**src/rtl/multi_pattern_gen_pkg.sv**
```systemverilog
// Shared types and constants for the multi-channel pattern generator.
package multi_pattern_gen_pkg;

  typedef enum logic [1:0] {
    INCR = 2'd0,
    DECR = 2'd1,
    LFSR = 2'd2,
    HOLD = 2'd3
  } mode_e;

  localparam logic [7:0] DEFAULT_LFSR_TAPS = 8'hB8;

  // Channel index width; never narrower than one bit so a 1-channel build still has an out_ch port.
  function automatic int ch_w(input int n);
    return (n <= 2) ? 1 : $clog2(n);
  endfunction

endpackage

```
**src/rtl/pattern_chan.sv**
```systemverilog
// One generator channel: free-running reload timer, pattern value and pending flag.
module pattern_chan
  import multi_pattern_gen_pkg::*;
#(
  parameter int                DATA_W    = 8,
  parameter int                PERIOD_W  = 8,
  parameter int                TIMER_W   = 10,
  parameter logic [DATA_W-1:0] LFSR_TAPS = DATA_W'(DEFAULT_LFSR_TAPS),
  parameter int                IDX       = 0
) (
  input  logic                clock,
  input  logic                reset,
  input  logic                enable,
  input  logic [1:0]          mode,
  input  logic [PERIOD_W-1:0] period,
  input  logic [DATA_W-1:0]   seed,
  input  logic                grant,
  output logic [DATA_W-1:0]   value,
  output logic                pending,
  output logic                overrun_set
);

  logic [TIMER_W-1:0] timer;
  logic [TIMER_W-1:0] reload;
  logic [DATA_W-1:0]  nxt_value;
  logic               tick;

  // Each channel runs one cycle slower than its lower neighbour, which staggers the ticks.
  assign reload      = TIMER_W'(period) + TIMER_W'(IDX);
  assign tick        = enable && (timer == '0);
  // A grant in the tick cycle drains the old beat, so the new one is not an overrun.
  assign overrun_set = tick && pending && !grant;

  always_comb begin
    nxt_value = value;
    case (mode_e'(mode))
      INCR:    nxt_value = value + DATA_W'(1);
      DECR:    nxt_value = value - DATA_W'(1);
      LFSR:    nxt_value = (value == '0) ? DATA_W'(1)
                         : ((value >> 1) ^ (value[0] ? LFSR_TAPS : '0));
      default: nxt_value = value;
    endcase
  end

  always_ff @(posedge clock) begin
    if (reset) begin
      timer   <= reload;
      value   <= seed + DATA_W'(IDX);
      pending <= 1'b0;
    end else begin
      if (enable) timer <= tick ? reload : timer - TIMER_W'(1);
      if (tick) value <= nxt_value;
      if (tick) pending <= 1'b1;
      else if (grant) pending <= 1'b0;
    end
  end

endmodule

```
**src/rtl/multi_pattern_gen.sv**
```systemverilog
// NUM_CH pattern channels sharing one valid/ready output through a round-robin arbiter.
module multi_pattern_gen
  import multi_pattern_gen_pkg::*;
#(
  parameter int                NUM_CH    = 4,
  parameter int                DATA_W    = 8,
  parameter int                PERIOD_W  = 8,
  parameter logic [DATA_W-1:0] LFSR_TAPS = DATA_W'(DEFAULT_LFSR_TAPS)
) (
  input  logic                      clock,
  input  logic                      reset,
  input  logic                      enable,
  input  logic [1:0]                mode,
  input  logic [PERIOD_W-1:0]       period,
  input  logic [DATA_W-1:0]         seed,
  output logic [DATA_W-1:0]         out_data,
  output logic [ch_w(NUM_CH)-1:0]   out_ch,
  output logic                      out_valid,
  input  logic                      out_ready,
  input  logic                      clear_overrun,
  output logic [NUM_CH-1:0]         overrun
);

  localparam int CH_W = ch_w(NUM_CH);

  logic [NUM_CH-1:0][DATA_W-1:0] ch_value;
  logic [NUM_CH-1:0]             ch_pending;
  logic [NUM_CH-1:0]             ch_ovr_set;
  logic [NUM_CH-1:0]             grant;
  logic [CH_W-1:0]               rr_ptr;
  logic [CH_W-1:0]               gnt_idx;
  logic                          gnt_any;
  logic                          loadable;
  int                            cand;

  for (genvar i = 0; i < NUM_CH; i++) begin : g_ch
    pattern_chan #(
      .DATA_W   (DATA_W),
      .PERIOD_W (PERIOD_W),
      .TIMER_W  (PERIOD_W + CH_W),
      .LFSR_TAPS(LFSR_TAPS),
      .IDX      (i)
    ) u_chan (
      .clock      (clock),
      .reset      (reset),
      .enable     (enable),
      .mode       (mode),
      .period     (period),
      .seed       (seed),
      .grant      (grant[i]),
      .value      (ch_value[i]),
      .pending    (ch_pending[i]),
      .overrun_set(ch_ovr_set[i])
    );
  end

  assign loadable = !out_valid || out_ready;

  // Search starts just past the last winner so every pending channel is served in turn.
  always_comb begin
    gnt_any = 1'b0;
    gnt_idx = rr_ptr;
    cand    = 0;
    for (int off = 1; off <= NUM_CH; off++) begin
      cand = int'(rr_ptr) + off;
      if (cand >= NUM_CH) cand = cand - NUM_CH;
      if (!gnt_any && ch_pending[cand]) begin
        gnt_any = 1'b1;
        gnt_idx = CH_W'(cand);
      end
    end
  end

  assign grant = (gnt_any && loadable) ? (NUM_CH'(1) << gnt_idx) : '0;

  always_ff @(posedge clock) begin
    if (reset) begin
      out_valid <= 1'b0;
      out_data  <= '0;
      out_ch    <= '0;
      rr_ptr    <= CH_W'(NUM_CH - 1);
      overrun   <= '0;
    end else begin
      if (loadable) begin
        if (gnt_any) begin
          out_data  <= ch_value[gnt_idx];
          out_ch    <= gnt_idx;
          out_valid <= 1'b1;
          rr_ptr    <= gnt_idx;
        end else begin
          out_valid <= 1'b0;
        end
      end
      overrun <= (clear_overrun ? '0 : overrun) | ch_ovr_set;
    end
  end

endmodule

```
**config.mk**
```make
export PLATFORM = sky130hd
export DESIGN_NAME = multi_pattern_gen
export DESIGN_NICKNAME = d
export VERILOG_FILES = /design/src/rtl/multi_pattern_gen_pkg.sv /design/src/rtl/pattern_chan.sv /design/src/rtl/multi_pattern_gen.sv
export SDC_FILE = /design/constraint.sdc
export NUM_CORES = 1
export LEC_CHECK = 0
export BUFFER_PORTS_ARGS = -buffer_cell sky130_fd_sc_hd__clkbuf_2
export CAP_MARGIN = 10
export CORE_UTILIZATION = 55
export CTS_CLUSTER_DIAMETER = 100
export DETAILED_ROUTE_END_ITERATION = 8
export GPL_TIMING_DRIVEN = 1
export PLACE_DENSITY = 0.73
export SLEW_MARGIN = 20
export SYNTH_ARGS = -nofsm -noshare
export SYNTH_HDL_FRONTEND = slang
export SYNTH_SLANG_ARGS = --single-unit
```
**constraint.sdc**
```tcl
create_clock -name clock -period 7.8 [get_ports clock]
set_clock_uncertainty 0.1 [all_clocks]
set_input_delay 1.56 -clock clock [delete_from_list [all_inputs] [get_ports clock]]
set_output_delay 1.56 -clock clock [all_outputs]
set_load 0.05 [all_outputs]
```
==> metrics.txt <==
PwrDens=180 mW/mm^2; share of layout cells above drive strength 1=0.0907; mux cell area share after synthesis=0.0227; Fmax achieved=237 MHz; DR pass1 iterations=5; WP buf/inv=4; Post-Syn Instances=815; Setup crit start kind=input pin; Non-Filler Instances=977; Core ar.=0.0126 mm^2; syn_nets=858; fin area=0.00751 mm^2; drt drc=0; worst ir drop on vdd=121 uV; Yosys cell types=71; Port-buffer cells=37; final setup violation count=0; via count=6236; fraction of registers with async set/reset=0; cells on worst reg2reg path=4; Via-to-Cell Ratio=6.38; worst min path class=flop to flop; Worst path most repeated cell=buf_4; Initial Utilization=0.563; GRT Overall Usage=0.291; Setup Crit Path Kind=input pin to flop; nets=843; Die Ht=115 um; diode count=0; TritonCTS Buffers=9; crit share post-route=0.541; Pwr Total=1.35 mW; Synth Area in Simple Gates=0.211; multi-input logic area=0.00414 mm^2; post-synthesis cell area=0.00707 mm^2; worst setup path endpoint=g_ch[1].u_chan.value[6]; worst-path cell chain=clkbuf_2 -> buf_4 -> inv_1 -> buf_4 -> and2_0 -> a21oi_1; Post-synth top flop=edfxtp_1; Overflow after GRT=0; Synth Register Bits=93; setup ws final=3580 ps; Place WS=3260 ps; Worst path max stage delay=730 ps; first-pass GRT wire length=29.8 mm; Clock H-tree levels=3; Syn-to-layout area delta=6.21%; DR iter-0 viols=626; crit path launch=reset; sequential area share after synthesis=0.362; Wirelength per Cell=19.0 um; clk root buf=clkbuf_16; CP max-delay cell=a21oi_1; Worst setup EP type=flop; crit path time final=4220 ps; Post-DP Area=0.00724 mm^2; routability congestion estimate=0.945; Core Util, Final=0.598; FF/Latch Area=0.00256 mm^2; # Max-Cap Violations=0; adder and majority gate portion of the synthesized area=0.0354; Rows=41; WP depth=6; vias in the first global route=5820; CP delay by family, top=buffers and inverters; fillcell total=1126; CTS tree=built; Total Routed Length=18.5 mm; unrepaired setup endpoints after global routing=no; Crit Path Max Fanout=69; Ys Warns=0; Critical R2R Capture=g_ch[1].u_chan.value[6]; Critical Path RT=7690 ps; Critical Path AT=4110 ps; max-slew violations=0; Die Wd=115 um; Post-synth EDFFs=70; hold bufs inserted after CTS=0; outcome=finished clean; largest net degree at the start of global routing=70; Synth Area in Compound Gates=0.197; Die ar.=0.0133 mm^2; Sink Count=93; main combinational cell family by area after synthesis=simple AND/OR/NAND/NOR gates; clk buf depth=2; placed cell count=961; Post-Synth XOR/XNOR Area=0.120; Slew @ Worst Pin=1050 ps; Fin. Hold Viols=0; Leakage=2.75 nW; final hold slack=365 ps; Slew HR=0.298; dpl hpwl=13.2 mm; initial antenna violation count=0; antenna-violating nets left=0; synthesized area per cell=8.68 um^2; Ports=38; R2R Setup Slk=4670 ps; Clock Pin Slew Worst Setup and Hold Paths=70 ps; Post CTS Setup Buffer Count=0; reg-to-reg startpoint=g_ch[1].u_chan.timer[5]; CTS resizes=0; clock latency on the worst-skew pair=360 ps; final setup TNS=0 ps
-- worst register-to-register path, cell delays in order, from the launching register on --
cell and delay, ps:
edfxtp_1 470, nor4_1 490, nand4_1 400, and2_0 560
a21oi_1 730
-- cell type report --
class,instances,area share
clock buffer,9,0.0300
multi-input combinational,631,0.551
sequential,93,0.341
timing repair buffer,44,0.0317
clock inverter,7,0.00650
inverter,21,0.0105
tap,172,0.0287
-- synthesized netlist by cell type (9+ instances only) --
cell	instances	area share
nor2_1	75	0.040
edfxtp_1	70	0.30
xnor2_1	64	0.079
nand2_1	57	0.030
a21oi_1	55	0.039
clkbuf_1	53	0.028
o21ai_0	37	0.026
xor2_1	33	0.041
nand3_1	28	0.020
and3_1	24	0.021
dfxtp_1	23	0.065
a211oi_1	22	0.023
o31ai_1	22	0.023
inv_1	21	0.011
ha_1	20	0.035
nor3_1	19	0.013
mux2i_1	16	0.023
nand4_1	12	0.011
or3_1	11	0.0097
buf_1	10	0.0053
nand2b_1	10	0.0088
and2_1	9	0.0080
nor4_1	9	0.0080
-- cell families after synthesis --
family                     after synthesis
buffers and inverters                   91
DFF                                     93
adders and majority gates               20
AOI/OAI and AO/OA                      208
muxes                                   16
and+or+nand+nor                        290
xor gates and xnor gates                97
-- flip-flops by register name, summed over array words and instances (netlist names) --
register / flops
g_ch.u_chan.pending: 4
g_ch.u_chan.timer: 40
g_ch.u_chan.value: 32
out_ch: 2
out_data: 8
out_valid: 1
overrun: 4
rr_ptr: 2
-- report_power, final --
group	internal (mW)	total (mW)	switching [mW]
sequential	0.589	0.661	0.0716
combinational	0.117	0.273	0.156
clock	0.218	0.421	0.203
-- cells in the final DEF (no fill, tap or decap), types with 4 or more instances in the layout --
cell	count
a31oi_1	8
ha_1	20
or3_1	11
a21boi_0	4
nand2b_1	10
o31ai_1	22
nor4_1	9
nand4_1	12
nand2_1	57
clkbuf_2	37
nor2_1	75
or2_2	4
nor2b_1	8
nand3_1	28
clkbuf_16	9
and3_1	24
nor3_1	19
edfxtp_1	70
o21ai_1	4
a211oi_1	22
mux2i_1	16
xnor2_1	64
o21ai_0	37
buf_4	7
and2_1	9
inv_1	21
dfxtp_1	23
o21a_1	6
xor2_1	33
o221ai_1	4
a21oi_1	55
-- per-layer routing --
| metal | routed length, um | part of all wire | global-route usage | up-vias |
|---|---|---|---|---|
| met3 | 1110 | 0.060 | 0.0385 | 51 |
| met5 | 0 | 0 | 0 | - |
| met4 | 722 | 0.039 | 0.162 | 0 |
| met2 | 9020 | 0.49 | 0.481 | 254 |
| met1 | 7670 | 0.41 | 0.368 | 2971 |
| li1 | - | - | - | 2960 |
-- worst min path at each step --
stage	from	end	slack, ps	depth (start not counted)
finish	overrun[2]	overrun[2]	360	2
global route	overrun[2]	overrun[2]	400	2
CTS	overrun[2]	overrun[2]	370	2
detailed placement	overrun[2]	overrun[2]	360	2
global placement	overrun[3]	overrun[3]	340	2
floorplan	g_ch[0].u_chan.timer[8]	g_ch[0].u_chan.timer[8]	370	2
Power figures use the tool's default switching activity.
